`config.mk`:
```
export PLATFORM = sky130hd
export DESIGN_NAME = tl_ul_host_flat
export DESIGN_NICKNAME = d
export VERILOG_FILES = /design/src/rtl/tl_ul_pkg.sv /design/src/rtl/tl_ul_if.sv /design/src/rtl/tl_ul_host.sv /design/src/flat_wrapper.sv
export SDC_FILE = /design/constraint.sdc
export NUM_CORES = 1
export LEC_CHECK = 0
export ABC_AREA = 0
export ABC_CLOCK_PERIOD_IN_PS = 2200
export BUFFER_PORTS_ARGS = -buffer_cell sky130_fd_sc_hd__buf_2
export CAP_MARGIN = 30
export CORE_ASPECT_RATIO = 0.8
export CORE_MARGIN = 2
export CORE_UTILIZATION = 35
export CTS_CLUSTER_SIZE = 20
export DETAILED_ROUTE_END_ITERATION = 16
export PLACE_DENSITY = 0.7
export RECOVER_POWER = 25
export SKIP_LAST_GASP = 1
export SYNTH_ARGS = -nofsm -noshare
export SYNTH_HDL_FRONTEND = slang
export SYNTH_SLANG_ARGS = --single-unit
```
`constraint.sdc`:
```
create_clock -name clk -period 2.2 [get_ports clk]
set_input_delay 0.44 -clock clk [delete_from_list [all_inputs] [get_ports clk]]
set_output_delay 0.44 -clock clk [all_outputs]
set_load 0.005 [all_outputs]
```
`src/rtl/tl_ul_pkg.sv`:
```
// -----------------------------------------------------------------------------
// tl_ul_pkg
// Shared TileLink-UL definitions for the 8-bit-source / 32-bit-address /
// 8-bit-sink / 32-bit-data bus flavour (TL_UL_8_32_8_32).
//   tl_a_op_e     : A-channel opcodes used by a UL initiator
//   tl_d_op_e     : D-channel response opcodes
//   TL_FULL_SIZE  : log2 of the full-word transfer size (4 bytes)
//   tl_put_opcode : picks PutFullData or PutPartialData from a byte mask
// -----------------------------------------------------------------------------
package tl_ul_pkg;

    typedef enum logic [2:0] {
        PutFullData    = 3'd0,
        PutPartialData = 3'd1,
        Get            = 3'd4
    } tl_a_op_e;

    typedef enum logic [2:0] {
        AccessAck     = 3'd0,
        AccessAckData = 3'd1
    } tl_d_op_e;

    localparam logic [1:0] TL_FULL_SIZE = 2'd2;

    localparam int TL_AW    = 32;
    localparam int TL_DW    = 32;
    localparam int TL_SRCW  = 8;
    localparam int TL_SINKW = 8;
    localparam int TL_MW    = TL_DW / 8;

    // Only an all-ones mask is a full-word put; every other mask, including
    // an empty one, has to go out as a partial put.
    function automatic logic [2:0] tl_put_opcode(input logic [TL_MW-1:0] mask);
        return (mask == {TL_MW{1'b1}}) ? PutFullData : PutPartialData;
    endfunction

endpackage

```
`src/rtl/tl_ul_if.sv`:
```
// -----------------------------------------------------------------------------
// TL_UL_8_32_8_32
// TileLink-UL bus bundle: 8-bit source, 32-bit address, 8-bit sink,
// 32-bit data (4 byte lanes).
//   producer  : initiator side (drives A channel and d_ready)
//   responder : target side (drives a_ready and the D channel)
// -----------------------------------------------------------------------------
interface TL_UL_8_32_8_32;
    import tl_ul_pkg::*;

    // A channel
    logic                 a_valid;
    logic                 a_ready;
    logic [2:0]           a_opcode;
    logic [2:0]           a_param;
    logic [1:0]           a_size;
    logic [TL_SRCW-1:0]   a_source;
    logic [TL_AW-1:0]     a_address;
    logic [TL_MW-1:0]     a_mask;
    logic [TL_DW-1:0]     a_data;

    // D channel
    logic                 d_valid;
    logic                 d_ready;
    logic [2:0]           d_opcode;
    logic [2:0]           d_param;
    logic [1:0]           d_size;
    logic [TL_SRCW-1:0]   d_source;
    logic [TL_SINKW-1:0]  d_sink;
    logic [TL_DW-1:0]     d_data;
    logic                 d_error;

    modport producer (
        output a_valid, a_opcode, a_param, a_size, a_source, a_address, a_mask, a_data,
        input  a_ready,
        input  d_valid, d_opcode, d_param, d_size, d_source, d_sink, d_data, d_error,
        output d_ready
    );

    modport responder (
        input  a_valid, a_opcode, a_param, a_size, a_source, a_address, a_mask, a_data,
        output a_ready,
        output d_valid, d_opcode, d_param, d_size, d_source, d_sink, d_data, d_error,
        input  d_ready
    );

endinterface

```
`src/rtl/tl_ul_host.sv`:
```
// -----------------------------------------------------------------------------
// tl_ul_host
// TileLink-UL initiator with a one-request-at-a-time command port. Each
// command becomes a single Get / PutFullData / PutPartialData on the A
// channel; the matching D beat is turned into a response. Only one
// transaction is ever outstanding. A WAIT-state timeout abandons a
// transaction whose target never answers.
//
// Parameters
//   TIMEOUT      WAIT cycles before abandoning a transaction (0 = never)
// Ports
//   clk          clock, rising edge
//   rst_b        asynchronous active-low reset
//   cmd_valid    command present
//   cmd_ready    command accepted (high only in IDLE)
//   cmd_write    1 = put, 0 = get
//   cmd_addr     byte address, bits [1:0] ignored
//   cmd_wdata    write data
//   cmd_mask     byte enables (puts only)
//   rsp_valid    response present (held until rsp_ready)
//   rsp_ready    response consumed
//   rsp_rdata    read data; 0 for puts, errors and timeouts
//   rsp_error    d_error, opcode mismatch or timeout
//   rsp_timeout  transaction abandoned
//   stray        one-cycle pulse after a dropped D beat
//   tl           TileLink-UL bus, producer side
// -----------------------------------------------------------------------------
module tl_ul_host
    import tl_ul_pkg::*;
#(
    parameter int TIMEOUT = 255
) (
    input  logic                    clk,
    input  logic                    rst_b,
    input  logic                    cmd_valid,
    output logic                    cmd_ready,
    input  logic                    cmd_write,
    input  logic [TL_AW-1:0]        cmd_addr,
    input  logic [TL_DW-1:0]        cmd_wdata,
    input  logic [TL_MW-1:0]        cmd_mask,
    output logic                    rsp_valid,
    input  logic                    rsp_ready,
    output logic [TL_DW-1:0]        rsp_rdata,
    output logic                    rsp_error,
    output logic                    rsp_timeout,
    output logic                    stray,
    TL_UL_8_32_8_32.producer        tl
);

    localparam int TO_W = (TIMEOUT > 0) ? $clog2(TIMEOUT + 1) : 1;
    // The counter starts at 0 in the first WAIT cycle, so the last cycle
    // before giving up is the one where it reads TIMEOUT-1.
    localparam logic [TO_W-1:0] TO_LAST = (TIMEOUT > 0) ? TO_W'(TIMEOUT - 1) : '0;
    localparam bit TO_EN = (TIMEOUT > 0);

    localparam logic [1:0] S_IDLE = 2'd0;
    localparam logic [1:0] S_REQ  = 2'd1;
    localparam logic [1:0] S_WAIT = 2'd2;
    localparam logic [1:0] S_RSP  = 2'd3;

    logic [1:0]          r_state;
    logic [TL_SRCW-1:0]  r_src_ctr;
    logic [TO_W-1:0]     r_to_ctr;
    logic                r_stray;

    logic [2:0]          r_a_opcode;
    logic [TL_AW-1:0]    r_a_address;
    logic [TL_DW-1:0]    r_a_data;
    logic [TL_SRCW-1:0]  r_a_source;
    logic [TL_MW-1:0]    r_a_mask;
    logic                r_is_get;

    logic [TL_DW-1:0]    r_rsp_rdata;
    logic                r_rsp_error;
    logic                r_rsp_timeout;

    logic                w_cmd_hs;
    logic                w_d_match;
    logic                w_to_hit;
    logic [2:0]          w_exp_op;
    logic                w_d_err;
    logic                w_unused_in;

    assign w_cmd_hs  = cmd_valid && (r_state == S_IDLE);
    // d_ready is tied high, so every d_valid cycle is an accepted beat.
    assign w_d_match = (r_state == S_WAIT) && tl.d_valid && (tl.d_source == r_a_source);
    assign w_to_hit  = TO_EN && (r_to_ctr == TO_LAST);
    assign w_exp_op  = r_is_get ? AccessAckData : AccessAck;
    assign w_d_err   = tl.d_error || (tl.d_opcode != w_exp_op);

    assign w_unused_in = ^{tl.d_param, tl.d_size, tl.d_sink, cmd_addr[1:0]};

    // Control: state, source counter, timeout counter, stray pulse.
    always_ff @(posedge clk or negedge rst_b) begin
        if (!rst_b) begin
            r_state   <= S_IDLE;
            r_src_ctr <= '0;
            r_to_ctr  <= '0;
            r_stray   <= 1'b0;
        end else begin
            r_stray <= tl.d_valid && !w_d_match;
            case (r_state)
                S_IDLE: begin
                    if (cmd_valid) begin
                        r_state <= S_REQ;
                    end
                end
                S_REQ: begin
                    if (tl.a_ready) begin
                        r_state   <= S_WAIT;
                        r_src_ctr <= r_src_ctr + 8'd1;
                        r_to_ctr  <= '0;
                    end
                end
                S_WAIT: begin
                    // A match takes priority over a timeout in the same cycle.
                    if (w_d_match || w_to_hit) begin
                        r_state <= S_RSP;
                    end else begin
                        r_to_ctr <= r_to_ctr + 1'b1;
                    end
                end
                S_RSP: begin
                    if (rsp_ready) begin
                        r_state <= S_IDLE;
                    end
                end
                default: r_state <= S_IDLE;
            endcase
        end
    end

    // Request capture and response capture.
    always_ff @(posedge clk or negedge rst_b) begin
        if (!rst_b) begin
            r_a_opcode    <= '0;
            r_a_address   <= '0;
            r_a_data      <= '0;
            r_a_source    <= '0;
            r_a_mask      <= '0;
            r_is_get      <= 1'b0;
            r_rsp_rdata   <= '0;
            r_rsp_error   <= 1'b0;
            r_rsp_timeout <= 1'b0;
        end else begin
            if (w_cmd_hs) begin
                r_a_address <= {cmd_addr[TL_AW-1:2], 2'b00};
                r_a_source  <= r_src_ctr;
                r_is_get    <= !cmd_write;
                if (cmd_write) begin
                    r_a_opcode <= tl_put_opcode(cmd_mask);
                    r_a_mask   <= cmd_mask;
                    r_a_data   <= cmd_wdata;
                end else begin
                    r_a_opcode <= Get;
                    r_a_mask   <= '1;
                    r_a_data   <= '0;
                end
            end
            if (w_d_match) begin
                r_rsp_error   <= w_d_err;
                r_rsp_timeout <= 1'b0;
                r_rsp_rdata   <= (r_is_get && !w_d_err) ? tl.d_data : '0;
            end else if ((r_state == S_WAIT) && w_to_hit) begin
                r_rsp_error   <= 1'b1;
                r_rsp_timeout <= 1'b1;
                r_rsp_rdata   <= '0;
            end
        end
    end

    assign cmd_ready    = (r_state == S_IDLE);
    assign rsp_valid    = (r_state == S_RSP);
    assign rsp_rdata    = r_rsp_rdata;
    assign rsp_error    = r_rsp_error;
    assign rsp_timeout  = r_rsp_timeout;
    assign stray        = r_stray;

    assign tl.a_valid   = (r_state == S_REQ);
    assign tl.a_opcode  = r_a_opcode;
    assign tl.a_param   = 3'd0;
    assign tl.a_size    = TL_FULL_SIZE;
    assign tl.a_source  = r_a_source;
    assign tl.a_address = r_a_address;
    assign tl.a_mask    = r_a_mask;
    assign tl.a_data    = r_a_data;
    assign tl.d_ready   = 1'b1;

endmodule

```
`src/flat_wrapper.sv`:
```
// flat-port wrapper written by rule: the top's interface ports become plain ports
module tl_ul_host_flat import tl_ul_pkg::*;
#(
    parameter int TIMEOUT = 255
)
  (clk, rst_b, cmd_valid, cmd_ready, cmd_write, cmd_addr, cmd_wdata, cmd_mask, rsp_valid, rsp_ready, rsp_rdata, rsp_error, rsp_timeout, stray, tl_a_valid, tl_a_opcode, tl_a_param, tl_a_size, tl_a_source, tl_a_address, tl_a_mask, tl_a_data, tl_a_ready, tl_d_valid, tl_d_opcode, tl_d_param, tl_d_size, tl_d_source, tl_d_sink, tl_d_data, tl_d_error, tl_d_ready);
  TL_UL_8_32_8_32 tl_i ();
  input  logic clk;
  input  logic rst_b;
  input  logic cmd_valid;
  output logic cmd_ready;
  input  logic cmd_write;
  input  logic [TL_AW-1:0] cmd_addr;
  input  logic [TL_DW-1:0] cmd_wdata;
  input  logic [TL_MW-1:0] cmd_mask;
  output logic rsp_valid;
  input  logic rsp_ready;
  output logic [TL_DW-1:0] rsp_rdata;
  output logic rsp_error;
  output logic rsp_timeout;
  output logic stray;
  output wire logic [$bits(tl_i.a_valid)-1:0] tl_a_valid;
  output wire logic [$bits(tl_i.a_opcode)-1:0] tl_a_opcode;
  output wire logic [$bits(tl_i.a_param)-1:0] tl_a_param;
  output wire logic [$bits(tl_i.a_size)-1:0] tl_a_size;
  output wire logic [$bits(tl_i.a_source)-1:0] tl_a_source;
  output wire logic [$bits(tl_i.a_address)-1:0] tl_a_address;
  output wire logic [$bits(tl_i.a_mask)-1:0] tl_a_mask;
  output wire logic [$bits(tl_i.a_data)-1:0] tl_a_data;
  input wire logic [$bits(tl_i.a_ready)-1:0] tl_a_ready;
  input wire logic [$bits(tl_i.d_valid)-1:0] tl_d_valid;
  input wire logic [$bits(tl_i.d_opcode)-1:0] tl_d_opcode;
  input wire logic [$bits(tl_i.d_param)-1:0] tl_d_param;
  input wire logic [$bits(tl_i.d_size)-1:0] tl_d_size;
  input wire logic [$bits(tl_i.d_source)-1:0] tl_d_source;
  input wire logic [$bits(tl_i.d_sink)-1:0] tl_d_sink;
  input wire logic [$bits(tl_i.d_data)-1:0] tl_d_data;
  input wire logic [$bits(tl_i.d_error)-1:0] tl_d_error;
  output wire logic [$bits(tl_i.d_ready)-1:0] tl_d_ready;
  assign tl_a_valid = tl_i.a_valid;
  assign tl_a_opcode = tl_i.a_opcode;
  assign tl_a_param = tl_i.a_param;
  assign tl_a_size = tl_i.a_size;
  assign tl_a_source = tl_i.a_source;
  assign tl_a_address = tl_i.a_address;
  assign tl_a_mask = tl_i.a_mask;
  assign tl_a_data = tl_i.a_data;
  assign tl_i.a_ready = tl_a_ready;
  assign tl_i.d_valid = tl_d_valid;
  assign tl_i.d_opcode = tl_d_opcode;
  assign tl_i.d_param = tl_d_param;
  assign tl_i.d_size = tl_d_size;
  assign tl_i.d_source = tl_d_source;
  assign tl_i.d_sink = tl_d_sink;
  assign tl_i.d_data = tl_d_data;
  assign tl_i.d_error = tl_d_error;
  assign tl_d_ready = tl_i.d_ready;
  tl_ul_host #(.TIMEOUT(TIMEOUT)) u_core (.clk(clk), .rst_b(rst_b), .cmd_valid(cmd_valid), .cmd_ready(cmd_ready), .cmd_write(cmd_write), .cmd_addr(cmd_addr), .cmd_wdata(cmd_wdata), .cmd_mask(cmd_mask), .rsp_valid(rsp_valid), .rsp_ready(rsp_ready), .rsp_rdata(rsp_rdata), .rsp_error(rsp_error), .rsp_timeout(rsp_timeout), .stray(stray), .tl(tl_i));
endmodule
```
Word-level counts from Yosys, hierarchy flattened. Cells that the tools add are included.

Bits in registers: 131. Output and inout port bits: 123. Input port bits: 132. Word-level logic and storage cells: 63.

Reduce and logical (&&, ||, !) cells: 17. Equal/unequal tests: 12. Muxes and demuxes: 19. Add/subtract/negate cells: 2.

Operators by type and width (number): $mux 32 (4); $add 8x1->8 const B (2); $mux 8 (2); $pmux 8 s2 (1); $eq 8x8->1 (1); $eq 8x8->1 const B (1); $mux 2 (4); $pmux 2 s4 (1); $logic_and 1x1->1 (6); $ne 2x2->1 const B (3); $mux 1 (5); $eq 2x2->1 const B (2); $eq 4x4->1 const B (1); $mux 4 (1); $ne 2x1->1 const B (2); $reduce_and 4->1 (1); $reduce_bool 2->1 (2); $logic_not 1->1 (3); $mux 3 (1); $ne 3x3->1 (1); $reduce_and 3->1 (1); $eq 2x1->1 const B (1); $logic_not 2->1 (1); $logic_or 1x1->1 (2); $reduce_and 2->1 (1).

Depth between registers and ports, before layout. Gate-level depths: netlist of the first run.

Word-level depth: 7. Gate-level depth with buffers: 8. Mapped depth without buffers: 7.

Worst setup path before layout of the first run. No wires, ideal clock.

Path kind: register to register. From: register u_core.r_state[0]. To: register u_core.r_a_address[19], in the netlist u_core.tl.a_address[19]. Clock period less this slack: 1823 ps. Arrival: 1699 ps. Library setup time: 125 ps. Cell stages (with the launch flop): 7. Data required time: 2075 ps. Path buffers: 2. Path slack: 377 ps. Cell sequence: dfrtp_1 -> inv_1 -> ha_1 -> nand2_1 -> clkbuf_1 -> buf_2 -> mux2_2.

Cells in the longest elaborated chain, start to end: 2.

RTL lines: start, declared (line tl_ul_host.sv:61) `logic [1:0] r_state;`; start signal, assigned (line tl_ul_host.sv:96) `r_state <= S_IDLE;`; start signal, assigned (line tl_ul_host.sv:105) `r_state <= S_REQ;`; start signal, assigned (line tl_ul_host.sv:110) `r_state <= S_WAIT;`; $logic_not 2->1; named net cmd_ready (line flat_wrapper.sv:11) `output logic cmd_ready;`; $logic_and 1x1->1 (line tl_ul_host.sv:84) `assign w_cmd_hs = cmd_valid && (r_state == S_IDLE);`; end signal, assigned (line tl_ul_host.sv:147) `r_a_address <= {cmd_addr[TL_AW-1:2], 2'b00};`; end, declared (line tl_ul_host.sv:67) `logic [TL_AW-1:0] r_a_address;`.

The timed path passes the listed nets, and every way through them passes these cells. A chain may end at the register's enable or synchronous reset.

Worst setup path after layout of the first run.
From: register u_core.r_state[0]. To: register u_core.r_to_ctr[1].

Cells in the longest elaborated chain, start to end: 6. Elaborated cells on any way between the ends: 10. Those cells by class: 4 x eq/ne; 1 x mux; 5 x reduce/logical.

RTL lines: $eq 2x2->1 (line tl_ul_host.sv:86, tl_ul_host.sv:102); $logic_and 1x1->1 (2 in series) (line tl_ul_host.sv:86) `assign w_d_match = (r_state == S_WAIT) && tl.d_valid && (tl.d_source == r_a_source);`; $logic_or 1x1->1 (line tl_ul_host.sv:117) `if (w_d_match || w_to_hit) begin`; $ne 2x2->1 (no line); $reduce_and 3->1 (no line); end signal, assigned (line tl_ul_host.sv:120) `r_to_ctr <= r_to_ctr + 1'b1;`; end, declared (line tl_ul_host.sv:63) `logic [TO_W-1:0] r_to_ctr;`.

Parallel ways exist; a longest one is shown, timed or not.

==> impl_metrics.json, run 1 <==
{
  "p_leak_uw": 0.00399,
  "grt_overflow_total": 0,
  "setup_viol_count_final": 0,
  "syn_area_um2": 5560,
  "antenna_left": 0,
  "hold_end": "u_core.rsp_rdata[30]$_DFFE_PN0P_",
  "numClockSinks": 129,
  "grt_antenna_before_repair": 0,
  "grt_usage_pct": 17.0,
  "root_buffer": "clkbuf_16",
  "powerDensity_nw_per_um2": 1150,
  "crit_path_start_kind": "register",
  "p_total_uw": 8630,
  "tritoncts": "built",
  "drtIter0Drc": 273,
  "cts.clk_slew.worst_paths_ps": 50,
  "synth-edff-count": 0,
  "stdcell_count": 980,
  "synth_flop_cell": "dfrtp_1",
  "status": "completed",
  "crit_required_ps": 2460,
  "worst_pin_slew_ps": 1230,
  "drv_cap": 0,
  "grt_pass1_wl_um": 22300,
  "ys_seq_area_share_pct": 58.1,
  "crit_fanout": 39,
  "synth_cell_types": 45,
  "avgSynthCellArea_um2": 10.6,
  "tns_ps": 0,
  "place_hpwl_um": 10100,
  "wl_um": 13900,
  "nets": 893,
  "first_pass_iters": 4,
  "fin_hold_ws_ps": 256,
  "synthToLayoutAreaGrowth_pct": 34.7,
  "ctsLongestPathBuffers": 2,
  "end_kind": "register",
  "vias": 4496,
  "min_path_cells": 3,
  "htreeDepth": 4,
  "clock_latency_ps": 400,
  "post-route-drc-count": 0,
  "maxSlewHeadroom_pct": 17.9,
  "ir_drop_v": 0.000689,
  "post_cts_buffers": 0,
  "finClkSkew_ps": 6.72,
  "finalCritPeriodShare_pct": 89.3,
  "rsz0062_at_grt": "false",
  "die_area_um2": 16900,
  "slew_viol_final": 0,
  "core_area_um2": 15600,
  "die_x_um": 145,
  "port_buffers": 230,
  "yosysWarnings": 0,
  "period_needed_ps": 1960,
  "reg2reg_from": "u_core.r_state[0]$_DFFE_PN0P_",
  "dp.cells": 948,
  "fmax_ghz": 0.509,
  "grt_max_degree": 48,
  "viasPerCell": 4.59,
  "place.gp.congestion": 0.808,
  "critical_path_class": "reg2reg",
  "worstHoldPathType": "in2reg",
  "synth_cells": 523,
  "critical_path_arrival_ps": 2230,
  "layout-drive-gt1-share_pct": 42.1,
  "synthArstFlopShare_pct": 100,
  "rr_worst_depth": 7,
  "worstReg2RegEnd": "u_core.r_to_ctr[1]$_DFFE_PN0P_",
  "ff2ff_setup_slack_ps": 240,
  "ys_seq_elements": 129,
  "diodes": 0,
  "cts_made_buffers": 17,
  "die_h_um": 117,
  "num_io_pins": 255,
  "hold_viol_final": 0,
  "wl_per_cell_um": 14.2,
  "start_util_pct": 35.5,
  "rows": 41,
  "hp-start": "tl_d_data[30]",
  "grt_pass1_vias": 4382
}
-- critical path: stages (launching register included) --
cell,delay [ps]
dfrtp_1,410
inv_1,120
ha_2,260
nand3_2,120
or3_4,430
buf_12,190
nand3_1,180
o22ai_1,120
-- layer usage --
layer,vias up,routed length [µm],global-route usage [%]
met3,10,1010,6.97
met4,0,113,4.34
met1,2123,6200,22.5
met5,-,0,0
met2,147,6610,25.9
li1,2216,-,-
-- Yosys cell counts (4+ instances only) --
| library cell | count | area (µm²) |
|---|---|---|
| nand2_1 | 114 | 428 |
| buf_4 | 10 | 75.1 |
| nand4_1 | 5 | 31.3 |
| o21ai_0 | 39 | 195 |
| nand3_2 | 4 | 40.0 |
| nor2_1 | 8 | 30.0 |
| xnor2_1 | 12 | 105 |
| inv_1 | 8 | 30.0 |
| nor2b_1 | 4 | 25.0 |
| nand3_1 | 71 | 355 |
| clkbuf_1 | 17 | 63.8 |
| dfrtp_1 | 129 | 3230 |
| ha_1 | 8 | 100 |
| buf_2 | 8 | 40.0 |
| mux2_2 | 39 | 439 |
-- power by group --
part           total, µW  internal, µW  switching (µW)  leakage (µW)
Combinational       2510          1300            1210       0.00206
Sequential          3560          3110             447       0.00167
Clock               2560          1600             967      0.000267
-- sequential cells by signal (all words and copies together) (netlist names) --
| name | flops |
|---|---|
| u_core.r_src_ctr | 8 |
| u_core.rsp_error | 1 |
| u_core.stray | 1 |
| u_core.tl.a_source | 8 |
| u_core.r_to_ctr | 8 |
| u_core.rsp_timeout | 1 |
| u_core.tl.a_mask | 4 |
| u_core.rsp_rdata | 32 |
| u_core.tl.a_data | 32 |
| u_core.tl.a_address | 30 |
| u_core.r_state | 2 |
| u_core.tl.a_opcode | 2 |
-- through the flow --
stage	utilization, %	instance area, µm²	setup WS, ps
after floorplan	-	5580	377
after global placement	44.5	6970	191
after detailed placement	44.5	6970	176
after CTS	48.0	7510	163
after global routing	47.8	7490	42.9
final	47.8	7490	236
-- cells in the final DEF, fill, tap and decap left out, types with 3 or more instances in the layout --
master     count
a31oi_1        3
mux2_2        39
nand3_2        4
conb_1         9
clkinv_2       6
buf_2        229
buf_12         3
and3_1         3
nand4_1        5
clkbuf_16     17
dfrtp_1      129
ha_1           7
clkbuf_1       5
buf_4          9
nand3_1       71
nor2b_1        4
nand2_1      113
inv_1          8
xor2_1         3
o21ai_0       39
nor2_1         8
xnor2_1       12
a21oi_1        3
-- kinds of logic after synthesis --
group	synth area share, %
xor gates and xnor gates	2.66
AOI/OAI and AO/OA	6.19
adders and majority gates	1.80
and+or+nand+nor	18.2
DFF	58.1
buffers and inverters	4.59
muxes	8.29
other	0.135
-- worst max-delay path by stage --
| stage | end | start | cells past startpoint |
|---|---|---|---|
| floorplan | u_core.tl.a_address[19]$_DFFE_PN0P_ | u_core.r_state[0]$_DFFE_PN0P_ | 6 |
| detailed placement | u_core.r_to_ctr[1]$_DFFE_PN0P_ | u_core.r_state[0]$_DFFE_PN0P_ | 7 |
| finish | u_core.r_to_ctr[1]$_DFFE_PN0P_ | u_core.r_state[0]$_DFFE_PN0P_ | 7 |
| CTS | u_core.r_to_ctr[1]$_DFFE_PN0P_ | u_core.r_state[0]$_DFFE_PN0P_ | 7 |
| global placement | u_core.r_to_ctr[1]$_DFFE_PN0P_ | u_core.r_state[0]$_DFFE_PN0P_ | 7 |
| global route | u_core.r_to_ctr[0]$_DFFE_PN0P_ | u_core.r_state[0]$_DFFE_PN0P_ | 7 |
-- cell type report --
class | count | area, µm²
Fill cell | 1505 | 8160
Sequential cell | 129 | 3230
Multi-Input combinational cell | 352 | 2120
Timing Repair Buffer | 245 | 1310
Clock buffer | 24 | 472
Tap cell | 215 | 269
Clock inverter | 7 | 60.1
Inverter | 8 | 30.0
-- what timing repair did --
action | 4_1_cts | 5_1_grt
hold buffers | 1 | 0
gates resized for setup | 0 | 1
setup endpoints to repair | 0 | 4
endpoints found under the hold margin | 45 | 0
Power figures use the tool's default switching activity.
==> run 2: changes to the inputs <==
--- a/config.mk
+++ b/config.mk
@@ -6,7 +6,7 @@
 export NUM_CORES = 1
 export LEC_CHECK = 0
 export ABC_AREA = 0
-export ABC_CLOCK_PERIOD_IN_PS = 2200
+export ABC_CLOCK_PERIOD_IN_PS = 2320
 export BUFFER_PORTS_ARGS = -buffer_cell sky130_fd_sc_hd__buf_2
 export CAP_MARGIN = 30
 export CORE_ASPECT_RATIO = 0.8
@@ -14,7 +14,8 @@
 export CORE_UTILIZATION = 35
 export CTS_CLUSTER_SIZE = 20
 export DETAILED_ROUTE_END_ITERATION = 16
-export PLACE_DENSITY = 0.7
+export MAX_ROUTING_LAYER = met4
+export PLACE_DENSITY = 0.65
 export RECOVER_POWER = 25
 export SKIP_LAST_GASP = 1
 export SYNTH_ARGS = -nofsm -noshare
==> constraint.sdc (replaced) <==
create_clock -name clk -period 2.32 [get_ports clk]
set_input_delay 0.464 -clock clk [delete_from_list [all_inputs] [get_ports clk]]
set_output_delay 0.464 -clock clk [all_outputs]
set_load 0.005 [all_outputs]
==> run 2 against run 1 <==
Net effect: fmax decreased by 0.73%; clock power increased by 4%; sequential power decreased by 5%; register-to-register slack improved by 110 ps; first-iteration DRC count decreased by 12%; via count decreased by 0.20%; core utilization increased by 0.28 points; routed wire length decreased by 3.1%; design area increased by 0.58%; power decreased by 3.1%; sequential cell count unchanged; largest cell class unchanged.
==> impl_metrics.json, run 2 (synthesized netlist as in run 1, its figures left out) <==
{
  "synthToLayoutAreaGrowth_pct": 35.5,
  "powerDensity_nw_per_um2": 1110,
  "port_buffers": 230,
  "final_util_pct": 48.1,
  "grt_max_degree": 68,
  "tns_ps": 0,
  "hold_end": "u_core.rsp_rdata[23]$_DFFE_PN0P_",
  "rsz0062_at_grt": "false",
  "setup_viol_count_final": 0,
  "critical_path_class": "reg2reg",
  "first_pass_iters": 6,
  "grt_pass1_vias": 4252,
  "grt_antenna_before_repair": 0,
  "crit_required_ps": 2610,
  "ff2ff_setup_slack_ps": 340,
  "vias": 4487,
  "core_area_um2": 15600,
  "critical_path_arrival_ps": 2270,
  "drtIter0Drc": 240,
  "tritoncts": "built",
  "fillers": 1497,
  "reg2reg_from": "u_core.r_state[0]$_DFFE_PN0P_",
  "multi_input_area_um2": 2110,
  "numClockSinks": 129,
  "grtUsageMet2_pct": 24.7,
  "period_needed_ps": 1980,
  "place.gp.congestion": 0.826,
  "die_x_um": 145,
  "num_io_pins": 255,
  "crit_fanout": 10,
  "grt_pass1_wl_um": 21400,
  "finClkSkew_ps": 7.12,
  "nets": 896,
  "die_h_um": 117,
  "worstReg2RegEnd": "u_core.r_to_ctr[6]$_DFFE_PN0P_",
  "cts_made_buffers": 17,
  "finalCritPeriodShare_pct": 85.3,
  "fmax_ghz": 0.505,
  "die_area_um2": 16900,
  "ir_drop_v": 0.000554,
  "fin_hold_ws_ps": 265,
  "hold_viol_final": 0,
  "diodes": 0,
  "grt_overflow_total": 0,
  "busiest_layer": "met2",
  "rows": 41,
  "wl_per_cell_um": 13.7,
  "wl_um": 13500,
  "htreeDepth": 4,
  "rr_worst_depth": 7,
  "maxSlewHeadroom_pct": 40.6,
  "start_util_pct": 35.5,
  "grt_usage_pct": 17.0,
  "status": "completed",
  "viasPerCell": 4.56,
  "clock_latency_ps": 410,
  "crit_path_start_kind": "register",
  "p_leak_uw": 0.00401,
  "post-route-drc-count": 0,
  "worst_pin_slew_ps": 891,
  "worstHoldPathType": "in2reg",
  "end_kind": "register",
  "cts.clk_slew.worst_paths_ps": 60,
  "grt_util_met1_pct": 21.9,
  "drv_cap": 0,
  "slew_viol_final": 0,
  "final_cell_mix": "buf_2 (229), dfrtp_1 (129), nand2_1 (113), nand3_1 (71)",
  "timing.final.ws_setup_ps": 342,
  "ctsLongestPathBuffers": 2,
  "place_hpwl_um": 9730,
  "grtUsageMet3_pct": 6.72,
  "layout-drive-gt1-share_pct": 42.7,
  "layout_commonest_cell": "buf_2",
  "pre_cts_ws_ps": 301,
  "hp-start": "tl_d_data[23]",
  "antenna_left": 0,
  "min_path_cells": 3,
  "register_area_um2": 3230,
  "root_buffer": "clkbuf_16"
}
[run 2: cell count changes in the layout (fill, tap and decap cells not counted)]
| cell | before | now |
|---|---|---|
| clkbuf_1 | 5 | 2 |
| clkinvlp_4 | 0 | 2 |
| inv_6 | 0 | 1 |
| clkinv_2 | 6 | 3 |
| buf_12 | 3 | 1 |
| buf_6 | 2 | 1 |
| buf_4 | 9 | 13 |
| ha_2 | 1 | 0 |
| bufinv_16 | 1 | 2 |
| clkinv_4 | 0 | 4 |
| clkbuf_2 | 1 | 2 |
| ha_1 | 7 | 8 |
[run 2: critical path: stages, from the launching register on]
cell and delay, ps:
dfrtp_1 410, inv_1 110, ha_1 230, buf_4 190, inv_1 90, a21oi_1 270
nand3_1 240, o41ai_1 310
[run 2: worst max-delay path by stage]
stage / from / end / slack [ps]
after floorplan: u_core.r_state[0]$_DFFE_PN0P_ / u_core.tl.a_address[19]$_DFFE_PN0P_ / 500
after global placement: tl_d_source[0] / u_core.r_to_ctr[1]$_DFFE_PN0P_ / 320
after detailed placement: tl_d_source[3] / u_core.r_to_ctr[1]$_DFFE_PN0P_ / 300
after CTS: u_core.r_state[0]$_DFFE_PN0P_ / u_core.r_to_ctr[6]$_DFFE_PN0P_ / 330
after global routing: u_core.r_state[0]$_DFFE_PN0P_ / u_core.r_to_ctr[6]$_DFFE_PN0P_ / 90
final: u_core.r_state[0]$_DFFE_PN0P_ / u_core.r_to_ctr[6]$_DFFE_PN0P_ / 340
[run 2: metrics by stage]
stage	area, µm²	total power (µW)	instances
floorplan	5580	4620	530
finish	7530	8370	984
detailed placement	6950	5800	951
global placement	6950	5740	951
CTS	7550	8500	984
global route	7530	8950	984
[run 2: per-layer routing]
layer  vias up  routed length, µm
met5         -                  0
met4         0                123
met3        10               1050
met2       147               6060
met1      2102               6270
li1       2228                  -
[run 2: repair_timing]
item / in CTS / in global routing
buffers inserted: 0 / 0
hold buffers: 1 / 0
gates resized for setup: 0 / 0
hold endpoints to repair: 31 / 0
[run 2: cell type report]
| class | instances | area share [%] |
|---|---|---|
| Clock buffer | 20 | 6.07 |
| Tap cell | 215 | 3.57 |
| Timing Repair Buffer | 248 | 17.2 |
| Clock inverter | 12 | 1.78 |
| Inverter | 8 | 0.399 |
| Sequential cell | 129 | 42.9 |
| Multi-Input combinational cell | 352 | 28.1 |
[run 2: power breakdown]
group | internal (µW) | leakage [µW] | switching, µW
Sequential | 2950 | 0.00167 | 424
Combinational | 1210 | 0.00206 | 1130
Clock | 1640 | 0.000286 | 1010
Total | 5810 | 0.00401 | 2560
